===== src/rtl/frequency_meter.sv =====
// ---------------------------------------------------------------------------
// frequency_meter
//
// Measures an asynchronous digital input against clk.
//   mode 0 (frequency): counts rising edges of sig_in in a window of
//                       GATE_CYCLES clk cycles.
//   mode 1 (period)   : counts clk cycles between two consecutive rising
//                       edges of sig_in, with a GATE_CYCLES timeout.
// Each completed measurement is reported once: result/ovf update in the
// same cycle as a one-cycle valid strobe.
//
// Parameters
//   GATE_CYCLES  gate window (mode 0) / timeout (mode 1), in clk cycles
//   COUNT_W      width of result and of the edge counter
// Ports
//   clk     in   system clock
//   rst     in   synchronous reset, active low
//   en      in   measurement enable (level)
//   mode    in   0 = frequency, 1 = period; sampled only when a run starts
//   sig_in  in   measured signal, asynchronous to clk
//   result  out  last measurement, held until the next report
//   valid   out  one-cycle strobe marking a new result
//   ovf     out  result saturated (mode 0) or timed out (mode 1)
//   busy    out  high in every state except IDLE
// ---------------------------------------------------------------------------
module frequency_meter #(
    parameter int GATE_CYCLES = 50000000,
    parameter int COUNT_W     = 27
) (
    input  logic               clk,
    input  logic               rst,
    input  logic               en,
    input  logic               mode,
    input  logic               sig_in,
    output logic [COUNT_W-1:0] result,
    output logic               valid,
    output logic               ovf,
    output logic               busy
);

    localparam logic [1:0] IDLE    = 2'd0;
    localparam logic [1:0] ARM     = 2'd1;
    localparam logic [1:0] MEASURE = 2'd2;
    localparam logic [1:0] REPORT  = 2'd3;

    // Gate/timeout/period counters must be able to hold GATE_CYCLES even
    // when result is configured narrower than the window length.
    localparam int GATE_BITS = $clog2(GATE_CYCLES + 1);
    localparam int GW        = (GATE_BITS > COUNT_W) ? GATE_BITS : COUNT_W;

    localparam logic [GW-1:0]      G_LAST = GW'(GATE_CYCLES - 1);
    localparam logic [GW-1:0]      G_FULL = GW'(GATE_CYCLES);
    localparam logic [COUNT_W-1:0] E_MAX  = '1;

    logic               s1, s2, s3;
    logic               rise;
    logic [1:0]         state, nstate;
    logic               mode_r;
    logic [GW-1:0]      g;        // gate counter, frequency mode
    logic [GW-1:0]      t;        // arm timeout counter, period mode
    logic [GW-1:0]      p;        // period counter, period mode
    logic [COUNT_W-1:0] e;        // edge counter, frequency mode
    logic [COUNT_W-1:0] e_nx;
    logic               ovf_i;
    logic               ovf_nx;
    logic               p_wide;

    // Two-flop synchronizer plus one delay stage for edge detection.
    always_ff @(posedge clk) begin
        if (!rst) begin
            s1 <= 1'b0;
            s2 <= 1'b0;
            s3 <= 1'b0;
        end else begin
            s1 <= sig_in;
            s2 <= s1;
            s3 <= s2;
        end
    end

    assign rise = s2 & ~s3;

    // Saturating edge count including the edge of the current cycle, so an
    // edge in the last window cycle still lands in the reported value.
    assign e_nx   = (rise && (e != E_MAX)) ? e + COUNT_W'(1) : e;
    assign ovf_nx = ovf_i | (e_nx == E_MAX);

    // Period exceeds the result width (only possible when GW > COUNT_W).
    assign p_wide = (p >> COUNT_W) != '0;

    always_comb begin
        nstate = state;
        case (state)
            IDLE: begin
                if (en) nstate = mode ? ARM : MEASURE;
            end
            ARM: begin
                if (!en)              nstate = IDLE;
                else if (rise)        nstate = MEASURE;
                else if (t == G_LAST) nstate = REPORT;
            end
            MEASURE: begin
                if (!en) begin
                    nstate = IDLE;
                end else if (!mode_r) begin
                    if (g == G_LAST) nstate = REPORT;
                end else begin
                    if (rise || (p == G_FULL)) nstate = REPORT;
                end
            end
            default: begin
                nstate = en ? (mode ? ARM : MEASURE) : IDLE;
            end
        endcase
    end

    always_ff @(posedge clk) begin
        if (!rst) begin
            state  <= IDLE;
            busy   <= 1'b0;
            valid  <= 1'b0;
            result <= '0;
            ovf    <= 1'b0;
            mode_r <= 1'b0;
            g      <= '0;
            t      <= '0;
            p      <= '0;
            e      <= '0;
            ovf_i  <= 1'b0;
        end else begin
            state <= nstate;
            busy  <= (nstate != IDLE);
            valid <= 1'b0;
            case (state)
                ARM: begin
                    t <= t + GW'(1);
                    if (nstate == MEASURE) p <= GW'(1);
                    if (nstate == REPORT) begin
                        result <= '0;
                        ovf    <= 1'b1;
                        valid  <= 1'b1;
                    end
                end
                MEASURE: begin
                    if (!mode_r) begin
                        g     <= g + GW'(1);
                        e     <= e_nx;
                        ovf_i <= ovf_nx;
                        if (nstate == REPORT) begin
                            result <= e_nx;
                            ovf    <= ovf_nx;
                            valid  <= 1'b1;
                        end
                    end else begin
                        p <= p + GW'(1);
                        if (nstate == REPORT) begin
                            valid <= 1'b1;
                            if (rise && !p_wide) begin
                                result <= p[COUNT_W-1:0];
                                ovf    <= 1'b0;
                            end else if (rise) begin
                                result <= E_MAX;
                                ovf    <= 1'b1;
                            end else begin
                                result <= '0;
                                ovf    <= 1'b1;
                            end
                        end
                    end
                end
                default: begin
                    // IDLE and REPORT: start every run from clean counters.
                    g     <= '0;
                    t     <= '0;
                    p     <= '0;
                    e     <= '0;
                    ovf_i <= 1'b0;
                    if (nstate != IDLE) mode_r <= mode;
                end
            endcase
        end
    end

endmodule

===== config.mk =====
export PLATFORM = sky130hd
export DESIGN_NAME = frequency_meter
export DESIGN_NICKNAME = d
export VERILOG_FILES = /design/src/rtl/frequency_meter.sv
export SDC_FILE = /design/constraint.sdc
export NUM_CORES = 1
export LEC_CHECK = 0
export CORE_MARGIN = 4
export CORE_UTILIZATION = 52
export DETAILED_ROUTE_END_ITERATION = 8
export GPL_ROUTABILITY_DRIVEN = 0
export PLACE_DENSITY = 0.7
export RECOVER_POWER = 25
export SYNTH_ARGS = -nofsm -noshare
export SYNTH_HDL_FRONTEND = slang
export SYNTH_SLANG_ARGS = --single-unit
export TNS_END_PERCENT = 5

===== constraint.sdc =====
create_clock -name clk -period 3.8 [get_ports clk]
set_clock_uncertainty 0.05 [all_clocks]
set_input_delay 0.76 -clock clk [delete_from_list [all_inputs] [get_ports clk]]
set_output_delay 0.76 -clock clk [all_outputs]
set_load 0.1 [all_outputs]

* Word-level counts from Yosys, hierarchy flattened
Cells that the tools add are included.
Operators by class: $add $sub $neg 4, equal/unequal tests 14, multiplexer cells 35, bitwise operators 5, reduce and logical (&&, ||, !) cells 11
Operator list (count):
- two-way mux 27 bit | 10
- case mux 27 bit (2 select lines) | 5
- adder 27 x 1 -> 27 bit, second input constant | 4
- equality test 27 x 26 -> 1 bit, second input constant | 3
- equality test 27 bit, second input constant | 1
- != test 27 bit, second input constant | 1
- two-way mux 2 bit | 10
- != test 2 bit, second input constant | 5
- AND reduction 2 bit | 4
- two-way mux 1 bit | 7
- equality test 2 bit, second input constant | 3
- case mux 2 bit (3 select lines) | 1
- case mux 1 bit (2 select lines) | 2
- nonzero test 2 bit | 2
- NOT 1 bit | 3
- AND reduction 3 bit | 1
- equality test 2 x 1 -> 1 bit, second input constant | 1
- zero test 2 bit | 1
- OR reduction 2 bit | 1
- bitwise AND 1 bit | 1
- logical AND 1 bit | 1
- logical OR 1 bit | 1
- bitwise OR 1 bit | 1
Storage, ports and cells: flip-flop bits (word level) 145, bits of input ports 5, output and inout bits 30

* Longest topological paths before layout
depth after elaboration 11, mapped depth 12, gate-level depth less buffers 10

* Worst setup path before layout
OpenSTA, ideal clock, no wires.
path type register to register, start register t[11], end register result[11], library setup time 0.117 ns, arrival time 2.577 ns, data required time 3.633 ns, path slack 1.056 ns, cell stages (with the launch flop) 11, buffers on the path 2, clock period less this slack 2.744 ns, cell sequence dfxtp_1 -> nand4b_1 -> or4_1 -> nor4_2 -> a31oi_1 -> a21o_2 -> or3_4 -> buf_6 -> buf_6 -> a221o_1 -> o211a_1
Between the ends: longest elaborated chain between the ends 8
RTL lines:
- start, declared | RTL line 60 | logic [GW-1:0] t;
- start signal, assigned | RTL line 136 | t <= t + GW'(1);
- equality test 27 x 26 -> 1 bit * | RTL line 100 | else if (t == G_LAST) nstate = REPORT;
- two-way mux 2 bit * | RTL line 100
- two-way mux 2 bit * | RTL line 99 | else if (rise) nstate = MEASURE;
- two-way mux 2 bit * | RTL line 98 | if (!en) nstate = IDLE;
- case mux 2 bit (3 select lines) * | RTL line 93 | case (state)
- equality test 2 bit * | RTL line 138, 149, 156
- != test 2 bit (no line)
- AND reduction 3 bit (no line) *
- end signal, assigned | RTL line 150 | result <= e_nx;
- end signal, assigned | RTL line 159 | result <= p[COUNT_W-1:0];
- end, declared | RTL line 35 | output logic [COUNT_W-1:0] result,
Every way passes the cells marked *; elsewhere a longest branch is shown, timed or not. A chain may end at the register's enable or synchronous reset.

* Final worst setup path
start register e[0], end register ovf
Between the ends: longest elaborated chain between the ends 8
RTL lines:
- start, declared | RTL line 62 | logic [COUNT_W-1:0] e;
- start signal, assigned | RTL line 147 | e <= e_nx;
- branches (longest 2 deep; another with adder 27 x 1 -> 27 bit)
- two-way mux 27 bit * | RTL line 85 | assign e_nx = (rise && (e != E_MAX)) ? e + COUNT_W'(1) : e;
- equality test 27 bit * | RTL line 86 | assign ovf_nx = ovf_i | (e_nx == E_MAX);
- bitwise OR 1 bit * | RTL line 86
- two-way mux 1 bit * | RTL line 149 | if (nstate == REPORT) begin
- two-way mux 1 bit * | RTL line 145 | if (!mode_r) begin
- case mux 1 bit (2 select lines) * | RTL line 134 | case (state)
- end signal, assigned | RTL line 151 | ovf <= ovf_nx;
- end, declared | RTL line 37 | output logic ovf,
Mark *: on every way between the ends. The select of a mux whose other input is x is not followed.

==> out/metrics.yaml <==
synthesis:
  syn_avg_cell_area_um2: 8.15
  synthTopCellsByCount: "145 x dfxtp_1, 93 x nor2_1, 87 x nand2_1, 64 x nand3_1, 50 x o21ai_0"
  synth_top_cell_area_share_pct: 38.0
  ys_types: 61
  synth-edff-count: 0
  synth_most_common_cell: "dfxtp_1"
  yosysWarnings: 0
  yosysTopAreaCell: "dfxtp_1"
  synth_fp_nets: 951
  seq_area_frac_synth_pct: 38.0
  synth-seq-cells: 145
  synthFlopType: "dfxtp_1"
  async_reset_ff_share_pct: 0
  syn_area_um2: 7640
  synthCells: 937
  synth_area_leaders: "dfxtp_1 38%, xor2_1 5.0%, nor2_1 4.6%"
sta:
  fin_crit_sh_pct: 86.1
  slew_headroom_pct: 30.8
  clock.fmax_ghz: 0.306
  hold_slack_ns: 0.388
  min_period_ns: 3.27
  fin_setup_tns_ns: 0
  finalSetupViolations: 0
  worst_pin_slew_ns: 1.04
  maxSlewViolCount: 0
  hold_viol: 0
  rsz0062_at_grt: "no"
clock_network:
  cts_root_buf: "clkbuf_16"
  clkSinkCount: 145
  cts_buffers: 17
  cts_resized: 0
  cts_setup_buffers: 0
  clk_pin_slew_ns: 0.06
  clk_path_buf_depth: 2
  postCtsHoldBufs: 0
  clock_latency_ns: 0.42
  cts_tree: "done"
  cts-htree-levels: 4
setup_path:
  r2r-start: "e[0]$_SDFFE_PN0P_"
  slowest_delay_ns: 0.62
  worstSetupPathType: "reg -> reg"
  startpoint_type: "register"
  cp-end-kind: "register"
  critPathMaxFanout: 9
  critPathSlowestCell: "or4_1"
  startpoint: "e[0]$_SDFFE_PN0P_"
  r2r_cells: 9
  worstPathCellList: "ha_1 > nand3_1 > or4_1 > o21ai_1 > nor3_1 > xnor2_1 > nor4_1 > nand4_1 > o211ai_1"
  cp.arrival_ns: 3.56
  rrSetupSlack_ns: 0.53
  cp.required_ns: 4.09
placed_design:
  dpl.cell_count: 1112
  place_area_um2: 8120
  io_buffers: 34
  dp_hpwl_mm: 13.3
detailed_routing:
  wl_per_cell_um: 16.8
  drc: 0
  wl_mm: 19.2
  dr_total_vias: 6885
  drt_iter0_drc: 815
  first_pass_iters: 5
  viasPerCell: 6.02
  postRouteAntennaNets: 0
hold_path:
  min_path_cells: 1
  hp-class: "reg -> reg"
  worstHoldStart: "s1$_SDFF_PN0_"
die:
  io_pins: 35
  die_h_um: 129
  design.core.area_um2: 14500
  die_x_um: 129
  start_util_pct: 52.7
  dieArea_um2: 16700
  rows: 44
finish:
  multiInputGateArea_um2: 4420
  finalNonFillerCells: 1143
  design_area_um2: 8670
  regArea_um2: 2900
  areaGrowthSynthToFinish_pct: 13.5
  diodes: 0
  n_fill_cell: 1345
  finalNetCount: 961
  final_layout_size_suffix_gt1_share_pct: 6.57
power:
  leakage_nw: 3.06
  power.density_nw_per_um2: 380
  ir_worst_vdd_mv: 0.283
grt:
  grt_pass1_wl_mm: 31.6
  grt_pass1_vias: 6061
  grt_usage_pct: 23.5
  antenna_found_initial: 0
  grt_max_degree: 73
  overflow: 0
status:
  status: "complete, no violations"
job:
  maxCapViolations: 0
[final timing paths]
check	endpoint
hold reg to reg	s2$_SDFF_PN0_
setup / recovery	ovf$_SDFFE_PN0P_
setup reg to reg	ovf$_SDFFE_PN0P_
hold / removal	s2$_SDFF_PN0_
[registers in the layout, indices dropped and copies added, names as in the netlist]
signal and flops:
busy 1, e 27, g 27, mode_r 1
ovf 1, ovf_i 1, p 27, result 27
s1 1, s2 1, s3 1, state 2
t 27, valid 1
[per-stage QoR]
stage          utilization [%]  setup WS, ns  total power [mW]
6_report                  59.9         0.530              3.29
5_1_grt                   59.9         0.307              3.40
4_1_cts                   60.0         0.574              3.32
3_5_place_dp              56.0         0.590              1.71
3_3_place_gp              56.0         0.611              1.71
2_1_floorplan                -          1.06              1.67
[critical path, delay by kind of cell, from the launching register on]
kind,cells,cell delay [ns]
xor+xnor,1,0.22
fa+ha+maj,1,0.24
compound gates,2,0.72
flops,1,0.48
simple gates,5,1.47
[layout by cell type (no fill, tap or decap), drive strengths merged, types with 7 or more instances in the layout]
cell type      instances
a21boi                13
a21oi                 24
a221o                  9
a31oi                 16
and2                  17
and3                  23
and4                   7
buf                   19
clkbuf                29
clkdlybuf4s50         32
dfxtp                145
ha                     9
inv                   13
mux2i                  8
nand2                 87
nand3                 64
nand4                 26
nand4b                 7
nor2                  93
nor2b                 26
nor3                  18
nor4                  18
o211a                 20
o211ai                25
o21ai                 54
or3                   13
or4                    9
xnor2                 26
xor2                  44
[where the power goes]
group          leakage [nW]  total [mW]  internal [mW]  switching, mW
logic                  1.61       0.146         0.0429          0.103
registers              1.17        1.53           1.53        0.00804
clock network         0.279        1.61           1.00          0.612
total                  3.06        3.29           2.57          0.723
[kinds of logic (layout without fill, tap and decap cells)]
kind of cell               after synthesis  after routing  share of synthesized area (%)
buffers and inverters                   76             98                           4.13
and+or+nand+nor                        426            426                           29.0
DFF                                    145            145                           38.0
AOI/OAI and AO/OA                      203            203                           18.4
xor gates and xnor gates                70             70                           8.03
muxes                                    8              8                           1.05
adders and majority gates                9              9                           1.47
[cell type report]
cell class                 count  share of cell area [%]
clock buffer                  27                    6.03
clock inverter                 4                   0.548
inverter                      13                   0.563
multi-input combinational    716                    51.0
sequential                   145                    33.5
tap                          184                    2.66
timing repair buffer          54                    5.67
[metal layers]
| layer | track usage, % | up-vias | wire, um |
|---|---|---|---|
| li1 | - | 3399 | - |
| met1 | 35.2 | 3251 | 9340 |
| met2 | 34.3 | 222 | 8360 |
| met3 | 5.61 | 13 | 1330 |
| met4 | 5.44 | 0 | 192 |
| met5 | 0 | - | 0 |
Note: power is estimated with default switching activity, not from simulation.
